## src/rtl/johnson_seq_pkg.sv

```systemverilog
// Shared types and Johnson-code helpers for the johnson_seq_ctrl block.
package johnson_seq_pkg;

    typedef enum logic [1:0] {
        IDLE = 2'd0,
        RUN  = 2'd1,
        DONE = 2'd2
    } state_e;

    localparam int unsigned JC_MAX_W = 32;

    // Position in the 2n-phase sequence: ones fill from the bottom, then drain from the bottom.
    function automatic int unsigned jc_idx(input logic [JC_MAX_W-1:0] q, input int unsigned n);
        int unsigned pop;
        pop = 0;
        for (int unsigned i = 0; i < JC_MAX_W; i++) begin
            if (i < n && q[i]) pop++;
        end
        return q[n-1] ? (2 * n - pop) : pop;
    endfunction

    // A legal Johnson code has at most one boundary between adjacent unequal bits.
    function automatic logic jc_valid(input logic [JC_MAX_W-1:0] q, input int unsigned n);
        int unsigned edges;
        edges = 0;
        for (int unsigned i = 0; i + 1 < JC_MAX_W; i++) begin
            if (i + 1 < n && q[i] != q[i+1]) edges++;
        end
        return edges <= 1;
    endfunction

endpackage

```

## src/rtl/johnson_seq_ctrl_core.sv

```systemverilog
// N-bit twisted-ring register with advance enable and synchronous clear.
module johnson_core #(
    parameter int unsigned N = 4
) (
    input  logic         clk,
    input  logic         rst_n,
    input  logic         en,
    input  logic         clr,
    output logic [N-1:0] q
);

    logic [N-1:0] q_q;
    logic [N-1:0] q_d;

    always_comb begin
        q_d = q_q;
        if (clr)     q_d = '0;
        else if (en) q_d = {q_q[N-2:0], ~q_q[N-1]};
    end

    always_ff @(posedge clk or negedge rst_n) begin
        if (!rst_n) q_q <= '0;
        else        q_q <= q_d;
    end

    assign q = q_q;

endmodule

```

## src/rtl/johnson_seq_ctrl.sv

```systemverilog
// Start/stop/single-step controller for a Johnson counter with revolution counting
// and illegal-state recovery.
module johnson_seq_ctrl
    import johnson_seq_pkg::*;
#(
    parameter  int unsigned N     = 4,
    parameter  int unsigned CNT_W = 8,
    localparam int unsigned IDX_W = $clog2(2 * N)
) (
    input  logic             clk,
    input  logic             rst_n,
    input  logic             start,
    input  logic             stop,
    input  logic             step_mode,
    input  logic             step,
    input  logic [CNT_W-1:0] num_revs,
    output logic [N-1:0]     q,
    output logic [2*N-1:0]   phase,
    output logic [IDX_W-1:0] phase_idx,
    output logic             busy,
    output logic             wrap,
    output logic             done,
    output logic             err
);

    localparam logic [N-1:0] WRAP_CODE = {1'b1, {(N-1){1'b0}}};

    state_e           state_q, state_d;
    logic [CNT_W-1:0] rem_q, rem_d;
    logic             stepm_q, stepm_d;
    logic             err_q, err_d;
    logic             wrap_q, wrap_d;

    logic [N-1:0]     q_w;
    logic             illegal;
    logic             adv;
    logic             wrap_evt;

    assign illegal  = !jc_valid(JC_MAX_W'(q_w), N);
    assign adv      = (state_q == RUN) && !stop && (!stepm_q || step);
    assign wrap_evt = adv && (q_w == WRAP_CODE);

    johnson_core #(.N(N)) u_core (
        .clk  (clk),
        .rst_n(rst_n),
        .en   (adv),
        .clr  (stop || illegal),
        .q    (q_w)
    );

    always_comb begin
        state_d = state_q;
        rem_d   = rem_q;
        stepm_d = stepm_q;
        err_d   = err_q;
        wrap_d  = wrap_evt;
        if (illegal) err_d = 1'b1;
        if (stop) begin
            state_d = IDLE;
            rem_d   = '0;
        end else begin
            case (state_q)
                IDLE: if (start) begin
                    state_d = RUN;
                    rem_d   = num_revs;
                    stepm_d = step_mode;
                    if (!illegal) err_d = 1'b0;
                end
                RUN: if (wrap_evt && rem_q != '0) begin
                    rem_d = rem_q - CNT_W'(1);
                    if (rem_q == CNT_W'(1)) state_d = DONE;
                end
                DONE:    state_d = IDLE;
                default: state_d = IDLE;
            endcase
        end
    end

    always_ff @(posedge clk or negedge rst_n) begin
        if (!rst_n) begin
            state_q <= IDLE;
            rem_q   <= '0;
            stepm_q <= 1'b0;
            err_q   <= 1'b0;
            wrap_q  <= 1'b0;
        end else begin
            state_q <= state_d;
            rem_q   <= rem_d;
            stepm_q <= stepm_d;
            err_q   <= err_d;
            wrap_q  <= wrap_d;
        end
    end

    assign q         = q_w;
    assign phase_idx = IDX_W'(jc_idx(JC_MAX_W'(q_w), N));
    assign phase     = (2*N)'(1) << phase_idx;
    assign busy      = (state_q == RUN);
    assign done      = (state_q == DONE);
    assign wrap      = wrap_q;
    assign err       = err_q;

endmodule
```

## config.mk

```make
export PLATFORM = sky130hd
export DESIGN_NAME = johnson_seq_ctrl
export DESIGN_NICKNAME = d
export VERILOG_FILES = /design/src/rtl/johnson_seq_pkg.sv /design/src/rtl/johnson_seq_ctrl_core.sv /design/src/rtl/johnson_seq_ctrl.sv
export SDC_FILE = /design/constraint.sdc
export NUM_CORES = 1
export LEC_CHECK = 0
export ABC_CLOCK_PERIOD_IN_PS = 1840
export CORE_ASPECT_RATIO = 1.1
export CORE_MARGIN = 2
export CORE_UTILIZATION = 44
export CTS_BUF_LIST = sky130_fd_sc_hd__clkbuf_4
export DETAILED_ROUTE_END_ITERATION = 10
export PLACE_DENSITY = 0.77
export SLEW_MARGIN = 40
export SYNTH_ARGS = -nofsm -noshare
export SYNTH_HDL_FRONTEND = slang
export SYNTH_HIERARCHICAL = 1
export SYNTH_SLANG_ARGS = --single-unit
```

## constraint.sdc

```tcl
create_clock -name clk -period 1.84 [get_ports clk]
set_input_delay 0.552 -clock clk [delete_from_list [all_inputs] [get_ports clk]]
set_output_delay 0.552 -clock clk [all_outputs]
set_load 0.02 [all_outputs]
```

==> metrics.cfg <==
[outcome]
run_status=complete, but fails checks
violations=setup timing

[setup_path]
critPathLaunch=u_core/q[1]$_DFFE_PN0P_
rr_worst_depth=9
r2r-start=u_core/q[2]$_DFFE_PN0P_
cp.arrival_ns=1.95
start_kind=flop
critPathKind=reg2out
cp.required_ns=1.29
endpoint_kind=output pin
critPathMaxFanout=5

[cells_and_area]
drive_above_1_share_pct=50.49
syn2layout_area_growth_pct=80.10
fin_nets=227
n_antenna_cell=0
n_fill_cell=140
multi_input_area_sq_um=1010
register_area_sq_um=430.4
fin_cells=237
mostFrequentLayoutCells=28 x buf_4, 15 x buf_6, 14 x clkdlybuf4s50_1, 13 x dfrtp_1
layout_commonest_cell=buf_4

[timing]
fin_crit_sh_pct=135.8
fin_tns_setup_ns=-7.915
worst_slew_pin_slew_ns=0.4542
min_period_ns=2.500
max_freq_mhz=400.1
rsz0062_at_grt=yes
fin_ws_ns=-0.6595
finalSetupViolations=24
slew_headroom_pct=69.52
slew_viol_final=0
hold_viol=0
finalClockSkew_ns=0.0009701

[drt]
dr_total_vias=1420
wl_per_cell_microns=19.84
drt_wl_total_microns=4703
drt_first_pass_iters=4
drt_iter0_drc=61
ant_nets=0
drc_errors=0
vias_per_cell=5.992

[yosys]
avgSynthCellArea_sq_um=8.430
ys_seq_area_share_pct=35.79
yosysTopAreaCell=dfrtp_1
netlist_instances=141
synth_seq_cells=17
yosys.cell_types.count=39
yosysWarnings=6
syn_nets=161
synthTopCellsByArea=dfrtp_1 36%, ha_1 6.3%, nor2_1 5.4%, a21oi_1 5.1%, o21ai_0 3.8%
synthFlopType=dfrtp_1
synth_top_area_share_pct=35.79
synth_area_sq_um=1189
synthArstFlopShare_pct=100.0
synth_edf_count=0

[power_and_ir_drop]
power_uw=1095
pwr_density_cell_nw_per_um2=511.5
p_leak_uw=0.0009441
ir_worst_vdd_mv=0.5556

[floorplan]
io_pins=33
start_util_pct=46.73
die_w_microns=53.56
rows=19
die-area_sq_um=3134
die_y_microns=58.51
coreArea_sq_um=2544

[global_route]
grt_max_degree=18
grt_pass1_wl_microns=6382
grt_util_all_layers_pct=27.84
overflow=0
antenna_found_initial=0
grt_pass1_vias=1362

[clock_tree]
root_buffer=clkbuf_4
cts.clk_slew.worst_paths_ns=0.12
cts.htree.levels=1
clk_latency_ns=0.31
clock_path_buffers=2
cts_tree=yes
cts_inserted_buffers=3
cts.sinks=17

[placed_design]
dp_slack_ns=-0.7596
dp_hpwl_microns=2498
dp.cells=227
portBuffers=32
gp_congestion=0.8081

[hold_path]
hold_class=in2async

[flow_run]
drv_cap=0

-- Yosys cell counts, drive strengths merged (3+ instances only) --
cell type / instances
nand2b: 5
and3: 3
inv: 12
ha: 6
o32ai: 3
nand2: 10
nor3: 6
o21ai: 9
mux2i: 4
dfrtp: 17
nor2: 17
a21oi: 13
clkbuf: 3
buf: 3
xnor2: 4
or3: 3
-- cell type report --
type | instances | area share [%]
Multi-Input combinational cell | 107 | 47.17
Tap cell | 31 | 1.812
Clock inverter | 1 | 0.2338
Clock buffer | 3 | 1.052
Inverter | 12 | 2.221
Timing Repair Buffer | 66 | 27.41
Sequential cell | 17 | 20.11
-- flip-flops by register name, summed over array words and instances, names as in the netlist --
signal / cells
wrap: 1
state_q: 2
err: 1
stepm_q: 1
rem_q: 8
u_core/q: 4
-- layer usage --
metal | wire, microns | GRT usage [%]
met2 | 2429 | 49.91
met1 | 1758 | 34.58
met3 | 359 | 4.569
met5 | 0 | 0
met4 | 155 | 5.861
-- per-stage QoR --
| stage | hold WS [ns] | utilization (%) | cell area (sq um) |
|---|---|---|---|
| final | 0.5636 | 84.16 | 2141 |
| after detailed placement | 0.5367 | 72.85 | 1853 |
| after floorplan | 0.2564 | - | 1306 |
| after global placement | 0.5227 | 72.85 | 1853 |
| after global routing | 0.5889 | 84.16 | 2141 |
| after CTS | 0.5566 | 79.29 | 2017 |
-- critical path, cell delays in order, from the launching register on --
cell,delay [ns]
dfrtp_2,0.45
inv_2,0.09
ha_4,0.23
xnor2_4,0.14
xnor2_2,0.25
nand2b_1,0.20
nor2_4,0.16
buf_6,0.12
-- report_power, final --
part,total (uW),switching (uW),internal [uW]
Sequential,421,24.0,397
Clock,225,143,81.3
Combinational,449,237,213
Total,1100,404,691
-- cell families after synthesis --
kind of cell | after synthesis | synth area share, %
buffers and inverters | 18 | 6.210
adders and majority gates | 6 | 6.316
AOI/OAI and AO/OA | 36 | 20.32
xor gates and xnor gates | 5 | 3.684
DFF | 17 | 35.79
and+or+nand+nor | 55 | 24.32
muxes | 4 | 3.369
-- final timing paths --
| check | to | slack, ns |
|---|---|---|
| setup / recovery | phase[1] | -0.66 |
| hold / removal | rem_q[5]$_DFFE_PN0P_ | 0.56 |
| setup reg to reg | rem_q[5]$_DFFE_PN0P_ | -0.26 |
| hold reg to reg | err$_DFF_PN0_ | 0.57 |
| max in group asynchronous | u_core/q[0]$_DFFE_PN0P_ | 1.07 |
| min in group clk | err$_DFF_PN0_ | 0.57 |
-- timing repair --
action,CTS,global route
buffers inserted,3,2
hold buffers,0,0
resized for setup,92,30
pin swaps,14,9
cloned,1,0
endpoints found under the setup margin,25,29
(Power assumes the default switching activity.)
